### src/rtl/alu_seq_ctrl.sv
// alu_seq_ctrl: sequencing front end for a 4-bit combinational ALU.
// Takes one request at a time over valid/ready and evaluates its condition
// code against the flag register. If the condition holds, the operands are
// driven onto the ALU for HOLD_CYCLES cycles. The result and flags are then
// captured and returned over a valid/ready response channel.
module alu_seq_ctrl #(
    parameter int unsigned HOLD_CYCLES = 1  // legal 1..15
) (
    input  logic       clk,
    input  logic       rst_n,
    input  logic       req_valid,
    output logic       req_ready,
    input  logic [3:0] req_a,
    input  logic [3:0] req_b,
    input  logic [1:0] req_op,
    input  logic [2:0] req_cond,
    input  logic       req_setf,
    output logic [3:0] alu_a,
    output logic [3:0] alu_b,
    output logic [1:0] alu_sel,
    input  logic [3:0] alu_result,
    input  logic [3:0] alu_nzcv,
    output logic       rsp_valid,
    input  logic       rsp_ready,
    output logic [3:0] rsp_result,
    output logic [3:0] rsp_nzcv,
    output logic       rsp_skipped,
    output logic [3:0] flags
);

    localparam logic [1:0] S_IDLE  = 2'd0;
    localparam logic [1:0] S_ISSUE = 2'd1;
    localparam logic [1:0] S_RESP  = 2'd2;

    localparam logic [3:0] HOLD_LOAD = 4'(HOLD_CYCLES - 1);

    // Condition codes
    localparam logic [2:0] C_AL = 3'd0;
    localparam logic [2:0] C_EQ = 3'd1;
    localparam logic [2:0] C_NE = 3'd2;
    localparam logic [2:0] C_CS = 3'd3;
    localparam logic [2:0] C_CC = 3'd4;
    localparam logic [2:0] C_MI = 3'd5;
    localparam logic [2:0] C_PL = 3'd6;
    localparam logic [2:0] C_VS = 3'd7;

    logic [1:0] state;
    logic [3:0] cnt;
    logic       setf_q;
    logic       cond_ok;

    // Flag register layout is {N,Z,C,V}.
    logic flag_n, flag_z, flag_c, flag_v;
    assign {flag_n, flag_z, flag_c, flag_v} = flags;

    // Handshake outputs are decoded directly from the state register.
    assign req_ready = (state == S_IDLE);
    assign rsp_valid = (state == S_RESP);

    // Evaluate the request's condition against the flags as they stand at
    // acceptance. A write by the previous op has already landed by then.
    always_comb begin
        // NOTE: default first so no path through the case leaves cond_ok unassigned (no latch).
        cond_ok = 1'b0;
        case (req_cond)
            C_AL:    cond_ok = 1'b1;
            C_EQ:    cond_ok = flag_z;
            C_NE:    cond_ok = !flag_z;
            C_CS:    cond_ok = flag_c;
            C_CC:    cond_ok = !flag_c;
            C_MI:    cond_ok = flag_n;
            C_PL:    cond_ok = !flag_n;
            C_VS:    cond_ok = flag_v;
            default: cond_ok = 1'b0;
        endcase
    end

    // Control FSM with operand, response and flag registers.
    always_ff @(posedge clk or negedge rst_n) begin
        if (!rst_n) begin
            // NOTE: every register, including the datapath latches, is reset so outputs read 0 out of reset.
            state       <= S_IDLE;
            cnt         <= 4'd0;
            setf_q      <= 1'b0;
            alu_a       <= 4'd0;
            alu_b       <= 4'd0;
            alu_sel     <= 2'd0;
            rsp_result  <= 4'd0;
            rsp_nzcv    <= 4'd0;
            rsp_skipped <= 1'b0;
            flags       <= 4'd0;
        end else begin
            // NOTE: non-blocking throughout, so every branch reads pre-edge values.
            case (state)
                S_IDLE: begin
                    if (req_valid) begin
                        setf_q <= req_setf;
                        if (cond_ok) begin
                            alu_a   <= req_a;
                            alu_b   <= req_b;
                            alu_sel <= req_op;
                            cnt     <= HOLD_LOAD;
                            state   <= S_ISSUE;
                        end else begin
                            // Skipped ops leave the ALU inputs and flags untouched.
                            rsp_result  <= 4'd0;
                            rsp_nzcv    <= flags;
                            rsp_skipped <= 1'b1;
                            state       <= S_RESP;
                        end
                    end
                end
                S_ISSUE: begin
                    if (cnt == 4'd0) begin
                        rsp_result  <= alu_result;
                        rsp_nzcv    <= alu_nzcv;
                        rsp_skipped <= 1'b0;
                        if (setf_q) begin
                            flags <= alu_nzcv;
                        end
                        state <= S_RESP;
                    end else begin
                        cnt <= cnt - 4'd1;
                    end
                end
                S_RESP: begin
                    // A pending request waits for the next edge; there is no bypass.
                    if (rsp_ready) begin
                        state <= S_IDLE;
                    end
                end
                default: state <= S_IDLE;
            endcase
        end
    end

endmodule

### config.mk
export PLATFORM = sky130hd
export DESIGN_NAME = alu_seq_ctrl
export DESIGN_NICKNAME = d
export VERILOG_FILES = /design/src/rtl/alu_seq_ctrl.sv
export SDC_FILE = /design/constraint.sdc
export NUM_CORES = 1
export LEC_CHECK = 0
export CORE_MARGIN = 2
export CORE_UTILIZATION = 42
export CTS_BUF_LIST = sky130_fd_sc_hd__clkbuf_4
export DETAILED_ROUTE_END_ITERATION = 10
export GPL_TIMING_DRIVEN = 0
export PLACE_DENSITY = 0.84
export SLEW_MARGIN = 20
export SYNTH_ARGS = -nofsm -noshare
export SYNTH_HDL_FRONTEND = slang
export SYNTH_SLANG_ARGS = --single-unit
### constraint.sdc
create_clock -name clk -period 2 [get_ports clk]
set_clock_uncertainty 0.15 [all_clocks]
set_input_delay 0.2 -clock clk [delete_from_list [all_inputs] [get_ports clk]]
set_output_delay 0.2 -clock clk [all_outputs]
set_load 0.05 [all_outputs]
==> results of run 1 <==
==> final timing paths <==
check | depth (start not counted) | slack (ns) | endpoint
setup / recovery | 6 | -0.008 | alu_b[0]
hold reg to reg | 1 | 0.36 | rsp_skipped
max in group asynchronous | 2 | 0.93 | flags[3]
min in group asynchronous | 2 | 0.31 | cnt[3]
setup reg to reg | 5 | 0.01 | alu_b[0]
hold / removal | 3 | 0.30 | rsp_result[2]
==> metrics by stage <==
| stage | cell area (um^2) | hold WS, ns | std cells |
|---|---|---|---|
| 2_1_floorplan | 1510 | -0.246 | 120 |
| 3_3_place_gp | 2070 | 0.311 | 216 |
| 3_5_place_dp | 2070 | 0.125 | 216 |
| 4_1_cts | 2150 | 0.278 | 224 |
| 5_1_grt | 2170 | 0.278 | 226 |
| 6_report | 2170 | 0.301 | 226 |
==> flip-flops by register name (all words and copies together), names as in the netlist, 2 cells and up <==
register    cells
alu_a           4
alu_b           4
cnt             4
flags           4
rsp_nzcv        4
rsp_result      4
alu_sel         2
state           2
==> area by class of cell <==
type | instances | area [um^2] | share of cell area
plain buffers | 1 | 5.00 | 0.00231
clock buffers | 6 | 45.0 | 0.0208
clock inverters | 2 | 8.76 | 0.00404
inverters | 3 | 11.3 | 0.00520
multi-input cells | 84 | 761 | 0.351
flip-flops and latches | 30 | 754 | 0.348
well taps | 46 | 57.6 | 0.0266
repair buffers | 54 | 523 | 0.241
==> layer usage <==
| layer | global-route usage | part of all wire |
|---|---|---|
| met3 | 0.0563 | 0.032 |
| met5 | 0 | 0 |
| met2 | 0.316 | 0.55 |
| met1 | 0.210 | 0.40 |
| met4 | 0.0842 | 0.020 |
==> what timing repair did <==
action / in CTS / in global routing
pin swaps: 0 / 1
hold buffers: 1 / 0
setup buffers: 1 / 2
hold endpoints to repair: 30 / 0
resized for setup: 11 / 6
setup endpoints to repair: 11 / 21
==> critical path, stage by stage <==
cell and delay (ns):
clkdlybuf4s50_1 0.53, nor2b_1 0.26, nor4b_4 0.09, or3_4 0.42, nand3_4 0.22, mux2_4 0.33
==> cells in the final DEF (no fill, tap or decap), types with 3 or more instances in the layout <==
cell type        netlist  routed
inv_1                  3       3
nor2b_1                5       3
buf_2                  0       3
nand2_1               12      11
clkdlybuf4s50_1        0      47
mux2_1                 4       4
buf_4                  0       3
mux2_4                10      10
mux2_2                10      10
dfrtp_2                0       3
o21ai_0                7       6
clkbuf_4               0       6
dfrtp_1               30      27
nand2b_1               3       3
==> power by group <==
part / internal [uW] / switching [uW] / leakage, uW
clock network: 146 / 204 / 0.0000331
logic: 1010 / 1400 / 0.000541
registers: 906 / 253 / 0.000360
total: 2060 / 1860 / 0.000934
==> cell families (layout without fill, tap and decap cells) <==
group / Yosys count / count (layout)
adders and majority gates: 2 / 2
DFF: 30 / 30
and+or+nand+nor: 40 / 40
AOI/OAI and AO/OA: 17 / 17
muxes: 25 / 25
buffers and inverters: 6 / 66
==> key figures, run 1 <==
Floorplan
  – Width of the die: approximately 64 um
  – Starting Density: 0.444
  – Row cnt: 21
  – Chip Height: 63.8 um
  – Number of I/O pins: 51
  – Core Area: 0.00339 mm^2
  – Total die area: 0.00408 mm^2

STA
  – Fin crit period: 2.01 ns
  – RSZ-0062 raised after global routing: yes
  – Worst Slack Setup Final: -0.00778 ns
  – Rel. slew slack: 0.562
  – Slew Limit Fails: 0
  – Setup violators final: 6
  – Fin. Hold Viols: 0
  – Setup_tns: -0.0211 ns
  – Worst slew pin tran: 0.657 ns
  – Fin crit share: 1.00
  – Fmax: between 400 and 500 MHz

Place
  – I/O Buffers: 50
  – DP HPWL: 2590 um
  – RePlAce Congestion: 0.806
  – Dpl ws: -0.341 ns

Global routing
  – Gr usage total: 0.185
  – GRT Residual Overflow: 0
  – Vias in the first global route: between 1,000 and 1,500
  – Initial antenna violation count: 0
  – First-pass GRT wire length: slightly below 6000 um
  – Largest net degree at the start of global routing: 31

Logic synthesis
  – Xor/xnor share of the synthesized area: 0
  – Asr flop ratio synth: 1.00
  – Multiplexer share of the synthesized area: 0.211
  – Syn_area_per_cell: 12.5 um^2
  – Simple-gate area share of the yosys netlist: 0.181
  – Synth cell types: 36
  – Post-synthesis cell count: 120
  – Synth Cell Area: 0.00150 mm^2
  – Top post-synthesis cells by area: dfrtp_1 50%, mux2_4 10%, mux2_2 7.5%
  – #FFs+latches synth: 30
  – Syn_nets: approximately 150
  – Synth Warn #: 0
  – Top FF cell, synth: dfrtp_1
  – Synth top cells by count: 30 x dfrtp_1, 12 x nand2_1, 10 x mux2_2, 10 x mux2_4, 7 x o21ai_0
  – Synth Area in Adders: 0.0166
  – Most numerous cell in the Yosys netlist: dfrtp_1
  – Main combinational cell family by area after synthesis: multiplexers
  – Post-synth top area share: 0.499
  – Seq/Total Area, Yosys: 0.499
  – Post-synth EDFFs: 0
  – Synth Area in Compound Gates: 0.0765
  – Synth area leader: dfrtp_1

Finish
  – Final cell utilization of the core: 0.639
  – Layout cells sized above 1: 0.278
  – Area growth from synthesis to layout: 44.0%
  – Nets@finish: 207
  – N_diodes: 0
  – Fill cell count: 257

Routing
  – DR DRC count: 0
  – Average wire per standard cell: 15.2 um
  – Remaining antenna violation count: 0
  – Via-to-Cell Ratio: 5.07
  – Initial DRC count: 47
  – DR vias: around 1,100
  – Drt pass-1 iters: 3
  – WL final: 3440 um

Clock tree
  – H-tree lvl count: 2
  – CTS sink cnt: 30
  – Clock buffer depth: 2
  – CTS tree: done
  – Root Buffer: clkbuf_4
  – Worst skew pair latency: 0.31 ns
  – Clock slew seen by the registers of the worst setup and hold paths: 0.09 ns
  – Num CTS Buffers: 5

Power
  – Max IR drop VDD: 1.04 mV
  – P_leak: 0.000934 uW
  – Power per cell area: 1810 mW/mm^2
  – Pwr Total: 3920 uW

Setup path
  – Max FO, Critical Path: 10
  – R2r startpoint: flags[3]
  – Worst Setup SP: req_cond[0]
  – WP data required: 2.06 ns
  – Crit Path Category: in -> reg
  – CP startpoint kind: input pin
  – Critical Path End Type: register
  – Worst path arrival time: 2.06 ns

Run status
  – Status: finished with violations
  – Violated checks: negative setup slack

Worst hold path
  – HP Class: in -> reg
  – Hold_sp: alu_result[2]

Run
  – Max Cap Viol: 0
No activity file was read; power rests on OpenSTA's default activity.
==> run 2: changes to the inputs <==
Settings changed: SETUP_SLACK_MARGIN set to 0.05.
==> key figures, run 2 (same netlist as run 1, synthesis figures left out) <==
Run status
  – Status: finished clean

Worst hold path
  – HP Class: in -> async

Clock tree
  – Clock slew seen by the registers of the worst setup and hold paths: 0.10 ns (about the same)
  – Num CTS Buffers: 5 (unchanged)
  – H-tree lvl count: 2 (unchanged)
  – Worst skew pair latency: 0.33 ns (+0.02 ns)
  – CTS sink cnt: 30 (unchanged)
  – CTS tree: done
  – Clock buffer depth: 2 (unchanged)
  – Root Buffer: clkbuf_4

Setup path
  – CP startpoint kind: register
  – WP data required: 2.07 ns (about the same)
  – Max FO, Critical Path: 10 (unchanged)
  – Crit Path Category: reg -> reg
  – Critical Path End Type: register
  – Worst path arrival time: 2.05 ns (about the same)

Finish
  – Multi-input gate area in the final layout: 766 um^2 (+0.66%)
  – Area growth from synthesis to layout: 46.5%
  – N_diodes: 0 (unchanged)
  – Fill cell count: 239 (-7.0%)
  – Most frequent cells in the layout: 44 x clkdlybuf4s50_1, 26 x dfrtp_1, 10 x nand2_1, 10 x mux2_4, 10 x mux2_2
  – Layout cells sized above 1: 0.311 (+0.0337)
  – Commonest non-fill, non-tap cell in the layout: clkdlybuf4s50_1
  – Nets@finish: 210 (+1.4%)
  – Storage cell area: 756 um^2 (+0.17%)

STA
  – Rel. slew slack: 0.570 (+0.00830)
  – Slew Limit Fails: 0 (unchanged)
  – Fmax: 503 MHz (+1.1%)
  – Fin crit period: 1.99 ns (-0.0210 ns)
  – RSZ-0062 raised after global routing: yes
  – Fin crit share: 0.993 (-0.0105)
  – Fin. Hold Viols: 0 (unchanged)
  – Setup_tns: 0 ns (+0.0211 ns)
  – Worst slew pin tran: 0.645 ns (-0.0125 ns)
  – Setup violators final: 0 (-6)
  – Hold_ws: 0.262 ns (-0.0388 ns)

Routing
  – Remaining antenna violation count: 0 (unchanged)
  – Initial DRC count: 55 (+17%)
  – WL final: 3640 um (+6.0%)
  – Via-to-Cell Ratio: 5.15 (+1.7%)
  – Average wire per standard cell: 15.9 um (+4.6%)
  – DR DRC count: 0 (unchanged)
  – Drt pass-1 iters: 4 (+1)
  – DR vias: 1,180 (+3.1%)

Global routing
  – Initial antenna violation count: 0 (unchanged)
  – GRT Residual Overflow: 0 (unchanged)
  – Vias in the first global route: 1,305 (+7.8%)
  – First-pass GRT wire length: 6130 um (+6.5%)
  – Largest net degree at the start of global routing: 31 (unchanged)
  – Gr usage total: 0.196 (+0.0114)

Place
  – I/O Buffers: 50 (unchanged)
  – RePlAce Congestion: 0.777 (-3.7%)
  – DP HPWL: 2710 um (+4.8%)

Floorplan
  – Total die area: 0.00408 mm^2 (unchanged)
  – Starting Density: 0.444 (unchanged)
  – Number of I/O pins: 51 (unchanged)
  – Width of the die: 63.8 um (unchanged)
  – Row cnt: 21 (unchanged)
  – Core Area: 0.00339 mm^2 (unchanged)
  – Chip Height: 63.8 um (unchanged)

Power
  – Clock network power share: 0.088 (about the same)
  – Max IR drop VDD: 1.23 mV (+19%)
  – P_int: 2100 uW (+2.2%)
  – Power per cell area: 1830 mW/mm^2 (+1.2%)
  – Sw Ratio: 0.479 (+0.00398)
  – Share of power burned in registers: 0.283 (-0.013)
  – Logic pwr share: 0.629 (+0.014)
  – NetSw: 1930 uW (+3.8%)
  – P_leak: 0.000976 uW (+4.6%)

Run
  – Max Cap Viol: 0 (unchanged)
-- run 2: cell types whose count changed in the layout (fill, tap and decap cells not counted), sizes merged --
cell,previous run,this run
clkdlybuf4s50,47,44
clkdlybuf4s15,1,0
buf,6,8
dlymetal6s2s,0,3
clkbuf,6,8
-- run 2: critical path, stage by stage, from the launching register on --
cell and delay, ns:
dfrtp_2 0.45, and2b_1 0.20, nor4b_4 0.31, or3_4 0.22
nand3_4 0.19, mux2_4 0.36
-- run 2: power groups by stage --
stage / clock network, uW / logic, uW / registers, uW
after floorplan: 0 / 919 / 1890
after global placement: 0 / 2380 / 1120
after detailed placement: 0 / 2450 / 1140
after CTS: 365 / 2520 / 1130
after global routing: 384 / 2670 / 1190
final: 357 / 2540 / 1140
-- run 2: cell type report --
type,instances,share of cell area
multi-input cells,84,0.348
flip-flops and latches,30,0.343
repair buffers,56,0.245
well taps,46,0.0261
clock buffers,6,0.0204
plain buffers,2,0.00852
inverters,3,0.00511
clock inverters,2,0.00398
-- run 2: per-layer routing --
| metal | GRT usage | wire length (um) |
|---|---|---|
| met2 | 0.335 | 1860 |
| met3 | 0.0440 | 153 |
| met5 | 0 | 0 |
| met4 | 0.114 | 144 |
| met1 | 0.224 | 1480 |
-- run 2: path summary, 6_finish.rpt --
path,startpoint,end,slack [ns],depth (start not counted)
setup / recovery,flags[1],alu_b[3],0.01,5
hold / removal,rst_n,cnt[2],0.26,2
setup reg to reg,flags[1],alu_b[3],0.01,5
hold reg to reg,rsp_skipped,rsp_skipped,0.36,1
max in group asynchronous,rst_n,flags[3],0.98,2
min in group clk,alu_result[3],rsp_result[3],0.27,3
-- run 2: stage by stage --
step	setup WS (ns)	instances	utilization	power, uW	cell area [um^2]
3_5_place_dp	-0.362	216	0.614	3590	2080
3_3_place_gp	-0.267	216	0.615	3500	2080
6_report	0.0132	229	0.650	4040	2200
2_1_floorplan	0.0226	120	-	2810	1530
4_1_cts	0.00606	227	0.643	4020	2180
5_1_grt	-0.0364	229	0.650	4240	2200
-- run 2: timing repair --
item,CTS,global route
hold buffers,1,0
pin swaps,2,2
setup endpoints to repair,22,24
buffers inserted,3,2
gates cloned,0,0
endpoints found under the hold margin,30,0
gates resized for setup,14,9
==> run 3: changes to the inputs <==
==> constraint.sdc (replaced) <==
create_clock -name clk -period 2 [get_ports clk]
set_clock_uncertainty 0.15 [all_clocks]
set_input_delay 0.2 -clock clk [delete_from_list [all_inputs] [get_ports clk]]
set_output_delay 0.2 -clock clk [all_outputs]
set_load 0.1 [all_outputs]
==> key figures, run 3 (same netlist as run 1, synthesis figures left out) <==
Global routing
  – Global Route met1 Usage: 0.242 (+0.0178)
  – M3 GR Usage: 0.0563 (+0.0123)
  – GRT Residual Overflow: 0 (unchanged)
  – Vias in the first global route: 1,315 (+0.77%)
  – Initial antenna violation count: 0 (unchanged)
  – Gr usage total: 0.212 (+0.0161)
  – Largest net degree at the start of global routing: 31 (unchanged)
  – First-pass GRT wire length: 6580 um (+7.2%)
  – GRT busiest layer: met2
  – Met2 usage: 0.382 (+0.0469)

Clock tree
  – CTS tree: done
  – Num CTS Buffers: 5 (unchanged)
  – CTS sink cnt: 30 (unchanged)
  – Worst skew pair latency: 0.33 ns (about the same)
  – Root Buffer: clkbuf_4
  – Clock slew seen by the registers of the worst setup and hold paths: 0.09 ns (about the same)
  – Clock buffer depth: 2 (unchanged)
  – H-tree lvl count: 2 (unchanged)

STA
  – Fin crit period: 1.95 ns (-0.0375 ns)
  – Setup violators final: 0 (unchanged)
  – Hold_ws: 0.259 ns (-0.00332 ns)
  – Worst slew pin tran: 0.974 ns (+0.330 ns)
  – Fin crit share: 0.975 (-0.0187)
  – Rel. slew slack: 0.353 (-0.217)
  – Fin. Hold Viols: 0 (unchanged)
  – Worst Slack Setup Final: 0.0507 ns (+0.0375 ns)
  – RSZ-0062 raised after global routing: yes
  – Slew Limit Fails: 0 (unchanged)
  – Fmax: 513 MHz (+1.9%)

Routing
  – Drt pass-1 iters: 4 (unchanged)
  – Via-to-Cell Ratio: 5.14 (-0.33%)
  – DR vias: 1,212 (+2.7%)
  – DR DRC count: 0 (unchanged)
  – Remaining antenna violation count: 0 (unchanged)
  – Initial DRC count: 61 (+11%)
  – WL final: 4010 um (+10%)
  – Average wire per standard cell: 17.0 um (+7.0%)

Finish
  – Area growth from synthesis to layout: 52.6%
  – Nets@finish: 217 (+3.3%)
  – Most frequent cells in the layout: 26 x dfrtp_1, 24 x clkdlybuf4s50_1, 14 x clkdlybuf4s15_1
  – Layout cells sized above 1: 0.416 (+0.104)
  – Commonest non-fill, non-tap cell in the layout: dfrtp_1
  – N_diodes: 0 (unchanged)

Worst hold path
  – Hold_sp: alu_result[2]
  – WHS Path Cells: 3
  – Hold path endpoint: rsp_result[2]
  – HP Class: in -> reg

Run
  – Max Cap Viol: 0 (unchanged)

Floorplan
  – Number of I/O pins: 51 (unchanged)
  – Total die area: 0.00408 mm^2 (unchanged)
  – Starting Density: 0.444 (unchanged)
  – Chip Height: 63.8 um (unchanged)
  – Width of the die: 63.8 um (unchanged)
  – Row cnt: 21 (unchanged)
  – Core Area: 0.00339 mm^2 (unchanged)

Setup path
  – WP data required: 2.07 ns (about the same)
  – Crit Path Category: reg -> reg
  – R2R Setup Slk: 0.05 ns (+0.04 ns)
  – CP startpoint kind: register
  – Max FO, Critical Path: 5 (-5)
  – CP max-delay cell: dfrtp_4
  – Worst path arrival time: 2.02 ns (-0.03 ns)
  – WP buf/inv: 1 (+1)
  – R2r startpoint: flags[1]
  – Crit path largest cell delay: 0.51 ns (+0.06 ns)
  – Critical Path End Type: register
  – Worst reg2reg endpoint: rsp_nzcv[1]
  – R2r worst-path depth: 6 (+1)
  – CP delay by family, top: simple AND/OR/NAND/NOR gates
  – CP Cell Sequence: and2b_1 -> nor4b_4 -> buf_4 -> nor4_4 -> nor2_4 -> mux2_1

Place
  – DP HPWL: 2590 um (-4.6%)
  – Dpl ws: -0.471 ns (-0.109 ns)
  – I/O Buffers: 50 (unchanged)
  – RePlAce Congestion: 0.825 (+6.3%)

Run status
  – Status: finished clean
## run 3: worst max path at each step
| stage | startpoint | end | cells past startpoint |
|---|---|---|---|
| 2_1_floorplan | state[0] | rsp_nzcv[0] | 6 |
| 3_3_place_gp | state[0] | rsp_valid | 4 |
| 3_5_place_dp | state[0] | rsp_valid | 4 |
| 4_1_cts | state[0] | rsp_valid | 4 |
| 5_1_grt | flags[1] | rsp_nzcv[0] | 6 |
| 6_report | flags[1] | rsp_nzcv[1] | 6 |
## run 3: repair_timing
action | in CTS | in global routing
setup endpoints to repair | 44 | 45
hold buffers | 1 | 0
cloned | 1 | 0
gates resized for setup | 48 | 40
pin swaps | 4 | 4
endpoints found under the hold margin | 30 | 0
setup buffers | 9 | 4
## run 3: tightest hold or removal path, stage by stage
cell and delay (ns):
clkdlybuf4s50_1 0.40, nand2_1 0.05, o21ai_1 0.06
## run 3: area by class of cell
| class | instances | area (um^2) |
|---|---|---|
| fillers | 223 | 1090 |
| multi-input cells | 85 | 832 |
| flip-flops and latches | 30 | 763 |
| repair buffers | 63 | 572 |
| well taps | 46 | 57.6 |
| clock buffers | 6 | 45.0 |
| inverters | 3 | 11.3 |
| clock inverters | 2 | 8.76 |
| plain buffers | 1 | 5.00 |
## run 3: metrics by stage
step           cells  TNS [ns]  utilization  area (um^2)
3_3_place_gp     216     -5.51        0.615         2080
3_5_place_dp     216     -7.09        0.614         2080
4_1_cts          233    -0.312        0.656         2220
6_report         236         0        0.677         2290
2_1_floorplan    120     -1.74            -         1530
5_1_grt          236    -0.126        0.677         2290
## run 3: routing by layer
metal  part of all wire  up-vias  routed length [um]
li1                   -      567                   -
met1               0.38      598                1540
met2               0.55       38                2200
met3              0.048        9                 191
met4              0.019        0                  77
met5                  0        -                   0
Power of run 3 is not shown: default switching activity piles up to over one toggle a cycle in this logic, so the estimate is an artifact.
